File: config.mk
export PLATFORM = sky130hd
export DESIGN_NAME = peak_abs
export DESIGN_NICKNAME = d
export VERILOG_FILES = /design/src/rtl/peak_abs.sv
export SDC_FILE = /design/constraint.sdc
export NUM_CORES = 1
export LEC_CHECK = 0
export CAP_MARGIN = 10
export CORE_MARGIN = 8
export CORE_UTILIZATION = 40
export CTS_CLUSTER_SIZE = 14
export DETAILED_ROUTE_END_ITERATION = 10
export GPL_TIMING_DRIVEN = 0
export PLACE_DENSITY = 0.73
export SETUP_SLACK_MARGIN = 0.3
export SLEW_MARGIN = 5
export SYNTH_ARGS = -nofsm -noshare
export SYNTH_HDL_FRONTEND = slang
export SYNTH_SLANG_ARGS = --single-unit
File: constraint.sdc
create_clock -name clk -period 3.19 [get_ports clk]
set_input_delay 0.4785 -clock clk [delete_from_list [all_inputs] [get_ports clk]]
set_output_delay 0.4785 -clock clk [all_outputs]
set_load 0.03 [all_outputs]
File: src/rtl/peak_abs.sv
`default_nettype none
// ============================================================================
// Module      : peak_abs
// Description : Frame-based peak |sample| detector with first-occurrence index.
// Revision    : 1.0
// ============================================================================
module peak_abs #(
    parameter int WIDTH     = 16,
    parameter int N_SAMPLES = 16,
    localparam int IW       = $clog2(N_SAMPLES)
) (
    input  logic             clk,
    input  logic             rst,
    input  logic             start,
    input  logic             in_valid,
    input  logic [WIDTH-1:0] sample_in,
    output logic             out_valid,
    output logic [WIDTH-1:0] peak_out,
    output logic [IW-1:0]    peak_idx
);

    localparam logic [0:0]    S_IDLE = 1'b0;
    localparam logic [0:0]    S_RUN  = 1'b1;
    localparam logic [IW-1:0] C_LAST = IW'(N_SAMPLES - 1);

    logic [0:0]       state_q, state_d;
    logic [IW-1:0]    cnt_q, cnt_d;
    logic [WIDTH-1:0] max_q, max_d;
    logic [IW-1:0]    idx_q, idx_d;
    logic             out_valid_q, out_valid_d;
    logic [WIDTH-1:0] peak_q, peak_d;
    logic [IW-1:0]    peak_idx_q, peak_idx_d;

    logic [WIDTH:0]   w_ext;
    logic [WIDTH:0]   w_mag;
    logic             w_gt;
    logic [WIDTH-1:0] w_new_max;
    logic [IW-1:0]    w_new_idx;

    // One extra bit so the most negative sample maps to its exact magnitude.
    always_comb begin
        w_ext     = {sample_in[WIDTH-1], sample_in};
        w_mag     = sample_in[WIDTH-1] ? (~w_ext + 1'b1) : w_ext;
        w_gt      = w_mag > {1'b0, max_q};
        w_new_max = w_gt ? w_mag[WIDTH-1:0] : max_q;
        w_new_idx = w_gt ? cnt_q : idx_q;
    end

    always_comb begin
        state_d     = state_q;
        cnt_d       = cnt_q;
        max_d       = max_q;
        idx_d       = idx_q;
        out_valid_d = 1'b0;
        peak_d      = peak_q;
        peak_idx_d  = peak_idx_q;

        if (start) begin
            // Restart wins over any sample presented in the same cycle.
            state_d = S_RUN;
            cnt_d   = '0;
            max_d   = '0;
            idx_d   = '0;
        end else if (state_q == S_RUN && in_valid) begin
            max_d = w_new_max;
            idx_d = w_new_idx;
            if (cnt_q == C_LAST) begin
                peak_d      = w_new_max;
                peak_idx_d  = w_new_idx;
                out_valid_d = 1'b1;
                state_d     = S_IDLE;
            end else begin
                cnt_d = cnt_q + 1'b1;
            end
        end
    end

    always_ff @(posedge clk or posedge rst) begin
        if (rst) begin
            state_q     <= S_IDLE;
            cnt_q       <= '0;
            max_q       <= '0;
            idx_q       <= '0;
            out_valid_q <= 1'b0;
            peak_q      <= '0;
            peak_idx_q  <= '0;
        end else begin
            state_q     <= state_d;
            cnt_q       <= cnt_d;
            max_q       <= max_d;
            idx_q       <= idx_d;
            out_valid_q <= out_valid_d;
            peak_q      <= peak_d;
            peak_idx_q  <= peak_idx_d;
        end
    end

    assign out_valid = out_valid_q;
    assign peak_out  = peak_q;
    assign peak_idx  = peak_idx_q;

endmodule
`default_nettype wire

# Word level (Yosys, flattened, before mapping)

Cells that the tools add are included.

Bits in registers: 46
Memories kept: 0
Memory bits (writable): 0
Memory bits (read-only): 0
Output and inout bits: 21
Word-level logic and storage cells: 36
Bits in latches: 0

Shifts and indexed selects: 0
Divide/modulo/power cells: 0
Multiply operators: 0
Add/sub/neg operators: 2
Eq/ne operators: 2
Reductions and logical operators: 6
Bitwise gates (word level): 2
Muxes and demuxes: 16
$lt $le $gt $ge: 1

Operators by type and width:

| kind                  | number |
|---|---|
| $mux 16               | 3 |
| $mux 4                | 6 |
| $add 17x1->17 const B | 1 |
| $gt 17x16->1          | 1 |
| $mux 17               | 1 |
| $not 17->17           | 1 |
| $mux 1                | 6 |
| $add 4x1->4 const B   | 1 |
| $eq 4x4->1 const B    | 1 |
| $reduce_and 2->1      | 2 |
| $reduce_bool 2->1     | 2 |
| $reduce_and 3->1      | 1 |
| $ne 2x2->1 const B    | 1 |
| $logic_and 1x1->1     | 1 |
| $not 1->1             | 1 |

# Longest topological paths before layout

Gate-level depths: netlist of the first run.

Depth in word-level cells: 7
Gate-level depth with buffers: 16

# Worst setup path before layout of the first run

Ideal clock, no wire load.

Path type: input to register
From: in sample_in[0]
To: reg peak_q[5] (netlist: peak_out[5])
Cell stages on the path: 16
Setup slack: -140 ps
Data required time: 3,064 ps
Library setup time: 126 ps
Data arrival time: 3,204 ps
Path buffers: 2
Cell sequence: inv_1 > ha_1 > nor2b_1 > nand3_1 > o31ai_1 > xor2_1 > inv_1 > ha_1 > nand4_1 > nor4_2 > o31a_1 > or3_1 > buf_6 > a21oi_4 > buf_6 > a221o_1

Cells in the longest elaborated chain, start to end: 5

RTL lines:

| element                | line | RTL |
|---|---|---|
| start: declaration     | 16   | `input logic [WIDTH-1:0] sample_in,` |
| $not 17->17            | 43   | `w_mag = sample_in[WIDTH-1] ? (~w_ext + 1'b1) : w_ext;` |
| $add 17x1->17          | 43   |  |
| $mux 17 *              | 43   |  |
| $gt 17x16->1           | 44   | `w_gt = w_mag > {1'b0, max_q};` |
| $mux 16 *              | 45   | `w_new_max = w_gt ? w_mag[WIDTH-1:0] : max_q;` |
| end signal: assignment | 93   | `peak_q <= peak_d;` |
| end: declaration       | 31   | `logic [WIDTH-1:0] peak_q, peak_d;` |

Every way passes the cells marked *; elsewhere a longest branch is shown, timed or not.
A chain may end at the register's enable or synchronous reset.

# Worst setup path after layout of the first run

From: in sample_in[0]
To: reg max_q[8]

Cells in the longest elaborated chain, start to end: 7

RTL lines:

| element                | line | RTL |
|---|---|---|
| $not 17->17            | 43   |  |
| $add 17x1->17          | 43   |  |
| $mux 17 *              | 43   |  |
| $gt 17x16->1           | 44   |  |
| $mux 16 *              | 45   |  |
| $mux 16 *              | 64   | `end else if (state_q == S_RUN && in_valid) begin` |
| $mux 16 *              | 58   | `if (start) begin` |
| end signal: assignment | 90   | `max_q <= max_d;` |
| end: declaration       | 28   | `logic [WIDTH-1:0] max_q, max_d;` |

Every way passes the cells marked *; elsewhere a longest branch is shown, timed or not. The select of a mux whose other input is x is not followed.

==> PnR_summary.wiki, run 1 <==
{| class="wikitable"
! Metric !! Value
|-
| Run status || complete, but fails checks
|-
| Violated checks || negative setup slack
|-
| Slew at the pin with the worst max-slew slack || just over 0.8 ns
|-
| # fillers || 460
|-
| CTS H-Tree Depth || 2
|-
| Total DRC errors in the routed layout || 0
|-
| Terminus of the critical flop-to-flop path || peak_out[1]
|-
| Hold path depth || 3
|-
| Setup ws final || -0.345 ns
|-
| Slew Viols, Final || 0
|-
| P&R area growth vs syn || 61.5%
|-
| Number of nets with antenna violations after routing || 0
|-
| DR vias/cell || 5.77
|-
| Clk Latency, worst-skew pair || 0.31 ns
|-
| Cell count after synthesis || 287
|-
| Yosys warnings || 0
|-
| Combined area of the multi-input logic cells || 1750 µm²
|-
| Layout Nets || 443
|-
| Post-synthesis cell type with the largest combined area || sky130_fd_sc_hd__dfrtp_1
|-
| Flip-flop and latch area || about 1200 µm²
|-
| Number of different library cells in the post-synthesis netlist || 43
|-
| Most area-consuming cells after synthesis || sky130_fd_sc_hd__dfrtp_1, sky130_fd_sc_hd__ha_1, sky130_fd_sc_hd__nor2_1, sky130_fd_sc_hd__a221o_1, sky130_fd_sc_hd__inv_1
|-
| Overall Power || 1.77 mW
|-
| CTS tree || built
|-
| Number of nets produced by synthesis || 325
|-
| Req. time, crit path || between 3 and 4 ns
|-
| Initial cell density of the core || 40.5%
|-
| Clock transition at the registers of the reported paths || 0.09 ns
|-
| Sort of element at the end of the critical path || register
|-
| Total half-perimeter wirelength after legalization and detailed placement || 5.11 mm
|-
| Placed cell areas || 3300 µm²
|-
| Worst min path class || in -> reg
|-
| Die height || 98.0 µm
|-
| Hold path start || sample_in[0]
|-
| Worst r2r path cells || 11
|-
| Final hold violation count || 0
|-
| Clock root buffer master || sky130_fd_sc_hd__clkbuf_8
|-
| Wire length per cell after detailed routing || 20.1 µm
|-
| Crit Path Class || in -> reg
|-
| Global-route wire length before repair || around 15 mm
|-
| Final WL || 9.78 mm
|-
| Area fraction of the dominant cell type after synthesis || between 40% and 50%
|-
| Slowest cell on the critical path || sky130_fd_sc_hd__o311a_4
|-
| Setup violations, final || 40
|-
| RePlAce Congestion || between 0.8 and 0.9
|-
| Number of enable flip-flop cells after synthesis || 0
|-
| Synth Area per Inst || 9.36 µm²
|-
| Remaining max-slew budget at the tightest pin || roughly 45%
|-
| Worst-path fanout max || 10
|-
| Via total after detailed routing || 2802
|-
| Total standard cell area after synthesis || roughly 2700 µm²
|-
| Boundary pin count || 41
|-
| Clock Skews || between 0.015 and 0.02 ns
|-
| Hold Path End || max_q[0]
|-
| Final Instance Area || 4340 µm²
|-
| Cells along the critical path || buf_8 -> inv_4 -> buf_4 -> buf_4 -> buf_4 -> buf_4 -> nand2_4 -> buf_4 -> o41ai_2 -> xor2_1 -> inv_1 -> ha_1 -> nand2_2 -> o21ai_1 -> o2bb2ai_4 -> buf_4 -> buf_4 -> o311a_4 -> buf_8 -> nor2_1 -> a211oi_2
|-
| Dpl ws || -1.06 ns
|-
| Total of buffers placed on input and output ports || 39
|-
| Crit path DAT || 3.69 ns
|-
| Final critical-path required period || 3.53 ns
|-
| GRT overflow || 0
|-
| R2R Path Start || max_q[4]
|-
| Largest net degree at the start of global routing || 26
|-
| Share of flip-flops with an asynchronous set or reset || 100%
|-
| Unrepaired setup endpoints after global routing || yes
|-
| Flop and latch count out of synthesis || 46
|-
| Crit-path max cell delay || 0.43 ns
|-
| Static leakage power || about 2 nW
|-
| Maximum frequency from static timing analysis || approximately 0.28 GHz
|-
| Final cycle utilization of the critical path || 111%
|-
| Cell type with the highest occurrence count on the critical path || sky130_fd_sc_hd__buf_4
|-
| Util after Layout || 65.3%
|-
| Number of iterations in the first detailed-routing pass || 5
|-
| Count of max-cap constraint violations || 0
|-
| Chip width || 98.0 µm
|-
| Clock tree sinks || 46
|-
| Placeable core area || roughly 6600 µm²
|-
| Number of rows in the core area || 30
|-
| R2r setup slk || 0.51 ns
|-
| Bufs on Longest Clock Path || 2
|-
| Total CTS buffers || 5
|-
| IR drop worst, VDD || 0.234 mV
|-
| Total placed cells including tap cells || 407
|-
| Antenna violations before repair || 0
|-
| Iteration-0 DRC Markers || 185
|-
| CP Launch Type || input pin
|-
| Count of antenna diodes in the layout || 0
|-
| Ratio of cells with drive above 1 in the final layout || about two fifths
|-
| Synth Flop Type || sky130_fd_sc_hd__dfrtp_1
|-
| Power per Cell Area || slightly above 400 nW/µm²
|-
| Global routing usage summed across all routing layers || 19.1%
|-
| Portion of the post-synthesis area used by sequential elements || around 43%
|-
| Final cell count without fillers || 486
|-
| Number of global-route vias before repair || between 3000 and 4000
|-
| Area of the die || 9600 µm²
|}
-- routing by layer --
metal / wire length, µm / track usage (%) / up-vias
met1: 3670 / 20.8 / 1403
met3: 700 / 4.48 / 40
li1: - / - / 1227
met4: 366 / 12.4 / 0
met5: 0 / 0 / -
met2: 5050 / 32.8 / 132
-- report_power, final --
| group | leakage, nW | switching, mW | internal [mW] |
|---|---|---|---|
| registers | 0.625 | 0.0313 | 0.615 |
| clock network | 0.0544 | 0.216 | 0.199 |
| logic | 1.33 | 0.361 | 0.347 |
-- kinds of logic after synthesis --
kind of cell	Yosys count	share of synthesized area, %
adder cells (fa/ha/maj)	18	8.38
XOR/XNOR	16	5.21
AND/OR/NAND/NOR	91	15.1
buffers and inverters	46	7.22
AO/OA/AOI/OAI	60	17.6
flip-flops	46	42.8
multiplexers	10	3.72
-- worst max path at each step --
stage,end,slack (ns),depth (start not counted),start
final,max_q[8],-0.34,21,sample_in[0]
after global routing,max_q[5],-0.47,16,sample_in[9]
after CTS,peak_out[7],-0.11,15,sample_in[7]
after detailed placement,peak_idx[0],-1.06,16,sample_in[0]
after global placement,peak_out[7],-1.01,17,sample_in[0]
after floorplan,peak_out[5],0.03,16,sample_in[0]
-- cells in the final DEF (no fill, tap or decap), types with 3 or more instances in the layout --
cell                              instances
sky130_fd_sc_hd__buf_4                   63
sky130_fd_sc_hd__nor2_1                  51
sky130_fd_sc_hd__dfrtp_1                 46
sky130_fd_sc_hd__inv_1                   27
sky130_fd_sc_hd__clkdlybuf4s50_1         24
sky130_fd_sc_hd__ha_1                    13
sky130_fd_sc_hd__buf_6                   12
sky130_fd_sc_hd__a221o_1                 12
sky130_fd_sc_hd__nand2_1                 11
sky130_fd_sc_hd__mux2i_1                 10
sky130_fd_sc_hd__xor2_1                  10
sky130_fd_sc_hd__clkbuf_8                 8
sky130_fd_sc_hd__a211oi_2                 8
sky130_fd_sc_hd__clkbuf_1                 7
sky130_fd_sc_hd__a21oi_2                  6
sky130_fd_sc_hd__ha_4                     5
sky130_fd_sc_hd__buf_8                    4
sky130_fd_sc_hd__xnor2_1                  4
sky130_fd_sc_hd__buf_2                    4
sky130_fd_sc_hd__dlygate4sd2_1            4
sky130_fd_sc_hd__a21oi_1                  3
sky130_fd_sc_hd__nand3_4                  3
sky130_fd_sc_hd__inv_2                    3
sky130_fd_sc_hd__buf_12                   3
sky130_fd_sc_hd__or3_1                    3
sky130_fd_sc_hd__a211oi_1                 3
sky130_fd_sc_hd__a221oi_2                 3
-- state kept, by name, indices dropped and copies added, names as in the netlist --
register	cells
max_q	16
peak_out	16
cnt_q	4
idx_q	4
peak_idx	4
out_valid	1
state_q	1
-- Yosys cell counts, types with 4 or more instances --
cell type and n:
sky130_fd_sc_hd__a211oi_1 11, sky130_fd_sc_hd__clkbuf_1 8, sky130_fd_sc_hd__nand3_1 6, sky130_fd_sc_hd__a221o_1 12, sky130_fd_sc_hd__inv_1 32, sky130_fd_sc_hd__xor2_1 12
sky130_fd_sc_hd__mux2i_1 10, sky130_fd_sc_hd__nor2_1 52, sky130_fd_sc_hd__a21oi_1 9, sky130_fd_sc_hd__o21ai_0 6, sky130_fd_sc_hd__xnor2_1 4, sky130_fd_sc_hd__nand2_1 14
sky130_fd_sc_hd__dfrtp_1 46, sky130_fd_sc_hd__ha_1 18
-- critical path, delay by kind of cell --
| family | cells | cell delay, ns |
|---|---|---|
| compound gates | 5 | 1.06 |
| buf+inv | 11 | 1.20 |
| xor+xnor | 1 | 0.27 |
| fa+ha+maj | 1 | 0.31 |
| simple gates | 3 | 0.36 |
-- what timing repair did --
item,in CTS,in global routing
pin swaps,32,18
buffers inserted,62,6
hold buffers,0,0
cloned,2,1
setup endpoints to repair,40,40
resized for setup,115,22
-- area by class of cell --
class	count	area share, %
plain buffers	14	2.77
multi-input cells	195	40.3
clock inverters	1	0.202
repair buffers	111	22.8
well taps	80	2.31
flip-flops and latches	46	26.5
inverters	32	2.88
clock buffers	7	2.22
-- metrics by stage --
step | setup TNS [ns] | hold WS (ns)
floorplan | 0 | 0.480
global placement | -37.67 | 0.494
detailed placement | -39.39 | 0.501
CTS | -2.60 | 0.440
global route | -15.85 | 0.486
finish | -11.35 | 0.462
Power figures use the tool's default switching activity.
==> run 2: changes to the inputs <==
--- a/config.mk
+++ b/config.mk
@@ -13,7 +13,7 @@
 export GPL_TIMING_DRIVEN = 0
 export PLACE_DENSITY = 0.73
 export SETUP_SLACK_MARGIN = 0.3
-export SLEW_MARGIN = 5
+export SLEW_MARGIN = 20
 export SYNTH_ARGS = -nofsm -noshare
 export SYNTH_HDL_FRONTEND = slang
 export SYNTH_SLANG_ARGS = --single-unit
==> constraint.sdc (replaced) <==
create_clock -name clk -period 3.4 [get_ports clk]
set_input_delay 0.51 -clock clk [delete_from_list [all_inputs] [get_ports clk]]
set_output_delay 0.51 -clock clk [all_outputs]
set_load 0.03 [all_outputs]
==> PnR_summary.wiki, run 2 (synthesis gave the netlist of run 1 again) <==
{| class="wikitable"
! Metric !! Value
|-
| Total of buffers placed on input and output ports || 39
|-
| Count of antenna diodes in the layout || 0
|-
| Layout Nets || 432
|-
| Dpl ws || -0.862 ns
|-
| Initial cell density of the core || 40.5%
|-
| Setup ws final || 0.00611 ns
|-
| Setup violations, final || 0
|-
| Wire length per cell after detailed routing || between 15 and 20 µm
|-
| Overall Power || between 1.5 and 2 mW
|-
| Via total after detailed routing || 2649
|-
| Total placed cells including tap cells || just over 400
|-
| Area of the die || between 9000 and 10000 µm²
|-
| Die height || slightly below 100 µm
|-
| Boundary pin count || 41
|-
| Hold bufs inserted after CTS || 0
|-
| Number of iterations in the first detailed-routing pass || 4
|-
| Total half-perimeter wirelength after legalization and detailed placement || 5.18 mm
|-
| Final critical-path required period || around 3.4 ns
|-
| Iteration-0 DRC Markers || 150
|-
| Crit Path Class || in -> reg
|-
| Run status || finished clean
|-
| CP Launch Type || input pin
|-
| Final cycle utilization of the critical path || 99.8%
|-
| Ratio of cells with drive above 1 in the final layout || 37.0%
|-
| RePlAce Congestion || between 0.8 and 0.9
|-
| DR vias/cell || approximately 5.6
|-
| R2r setup slk || approximately 0.7 ns
|-
| Crit path buffers/inverters || 4
|-
| Clk Latency, worst-skew pair || about 0.31 ns
|-
| CTS tree || built
|-
| Commonest non-fill, non-tap cells in the layout || sky130_fd_sc_hd__buf_4, sky130_fd_sc_hd__nor2_1, sky130_fd_sc_hd__dfrtp_1
|-
| Final hold violation count || 0
|-
| Global-route wire length before repair || 14.1 mm
|-
| Worst-path fanout max || 5
|-
| R2R Path Start || max_q[3]
|-
| Worst r2r path cells || 10
|-
| Count of max-cap constraint violations || 0
|-
| Slew at the pin with the worst max-slew slack || 0.687 ns
|-
| Clock transition at the registers of the reported paths || 0.09 ns
|-
| GRT overflow || 0
|-
| Remaining max-slew budget at the tightest pin || 54.2%
|-
| Chip width || between 90 and 100 µm
|-
| Worst setup startpoint || sample_in[12]
|-
| Cells along the critical path || clkdlybuf4s15_2 -> or4_4 -> o21ai_4 -> xor2_2 -> inv_2 -> ha_4 -> nand3_4 -> nor4_4 -> o31a_1 -> buf_4 -> o311a_4 -> buf_12 -> mux2i_1 -> nor2_1
|-
| Number of nets with antenna violations after routing || 0
|-
| Clock root buffer master || sky130_fd_sc_hd__clkbuf_8
|-
| Crit path DAT || 3.57 ns
|-
| Sort of element at the end of the critical path || register
|-
| Final WL || between 9 and 10 mm
|-
| Crit-path max cell delay || between 0.5 and 0.6 ns
|-
| CP endpoint || idx_q[3]
|-
| Total CTS buffers || 5
|-
| Req. time, crit path || around 3.6 ns
|-
| Total DRC errors in the routed layout || 0
|-
| Placeable core area || 6640 µm²
|-
| Maximum frequency from static timing analysis || 0.295 GHz
|-
| Category of cells accounting for the largest share of critical-path delay || simple AND/OR/NAND/NOR gates
|-
| Bufs on Longest Clock Path || 2
|-
| IR drop worst, VDD || between 0.15 and 0.2 mV
|-
| Most common library cell in the layout ignoring fill and taps || sky130_fd_sc_hd__buf_4
|-
| Number of rows in the core area || 30
|-
| Number of global-route vias before repair || 2904
|-
| Terminus of the critical flop-to-flop path || peak_out[2]
|-
| P&R area growth vs syn || 57.1%
|-
| Global routing usage summed across all routing layers || 18.2%
|-
| Largest net degree at the start of global routing || 26
|-
| Unrepaired setup endpoints after global routing || yes
|-
| Clock tree sinks || 46
|-
| Slew Viols, Final || 0
|-
| Clock Skews || 0.0115 ns
|-
| Final cell count without fillers || ~480
|-
| Total Neg Setup Slack || 0 ns
|-
| Util after Layout || a little under two thirds
|-
| Number of cells on the critical path || 14
|-
| Worst min path class || reg -> reg
|-
| Power per Cell Area || between 300 and 400 nW/µm²
|-
| Antenna violations before repair || 0
|-
| Slowest cell on the critical path || sky130_fd_sc_hd__or4_4
|-
| Static leakage power || 1.95 nW
|-
| CTS H-Tree Depth || 2
|}
## run 2: changes by cell type in the layout (fill, tap and decap cells not counted), sizes merged
cell,change
buf,-12
clkbuf,+3
dlygate4sd2,-3
clkdlybuf4s15,+1
## run 2: final cells by class
cell class                 count  area, µm²
tap                           80        100
timing repair buffer         100        898
inverter                      32        120
clock buffer                   7       86.3
multi-input combinational    195       1740
clock inverter                 1       5.00
buffer                        14        124
fill                         480       2420
sequential                    46       1150
## run 2: metrics by stage
step           hold WS, ns  area [µm²]
3_5_place_dp         0.500        3300
6_report             0.518        4220
4_1_cts              0.522        3990
5_1_grt              0.548        4220
3_3_place_gp         0.495        3280
2_1_floorplan        0.480        2790
## run 2: worst register-to-register path: cells and delay by family (launching register included)
family | cells | cell delay [ns]
DFF | 1 | 0.44
and+or+nand+nor | 3 | 0.76
buffers and inverters | 3 | 0.35
adders and majority gates | 1 | 0.32
AOI/OAI and AO/OA | 3 | 0.70
## run 2: worst min-delay path by stage
| stage | startpoint | endpoint | slack, ns | cells past startpoint |
|---|---|---|---|---|
| 5_1_grt | peak_out[9] | peak_out[9] | 0.55 | 1 |
| 6_report | peak_out[14] | peak_out[14] | 0.52 | 1 |
| 3_3_place_gp | state_q | state_q | 0.50 | 2 |
| 3_5_place_dp | peak_out[6] | peak_out[6] | 0.50 | 1 |
| 2_1_floorplan | state_q | state_q | 0.48 | 2 |
| 4_1_cts | peak_out[14] | peak_out[14] | 0.52 | 1 |
## run 2: timing repair
action | in CTS | in global routing
gates cloned | 2 | 2
pin swaps | 24 | 9
gates resized for setup | 106 | 32
setup buffers | 51 | 5
setup endpoints to repair | 40 | 40
## run 2: power by group
group / switching, mW / internal, mW
logic: 0.320 / 0.316
registers: 0.0284 / 0.577
clock network: 0.199 / 0.165
total: 0.548 / 1.06
## run 2: routing by layer
layer	wire (µm)	vias to the layer above	track usage [%]
met5	0	-	0
met4	381	0	10.7
met3	547	32	4.55
met2	4820	112	31.6
met1	3600	1294	19.7
li1	-	1211	-
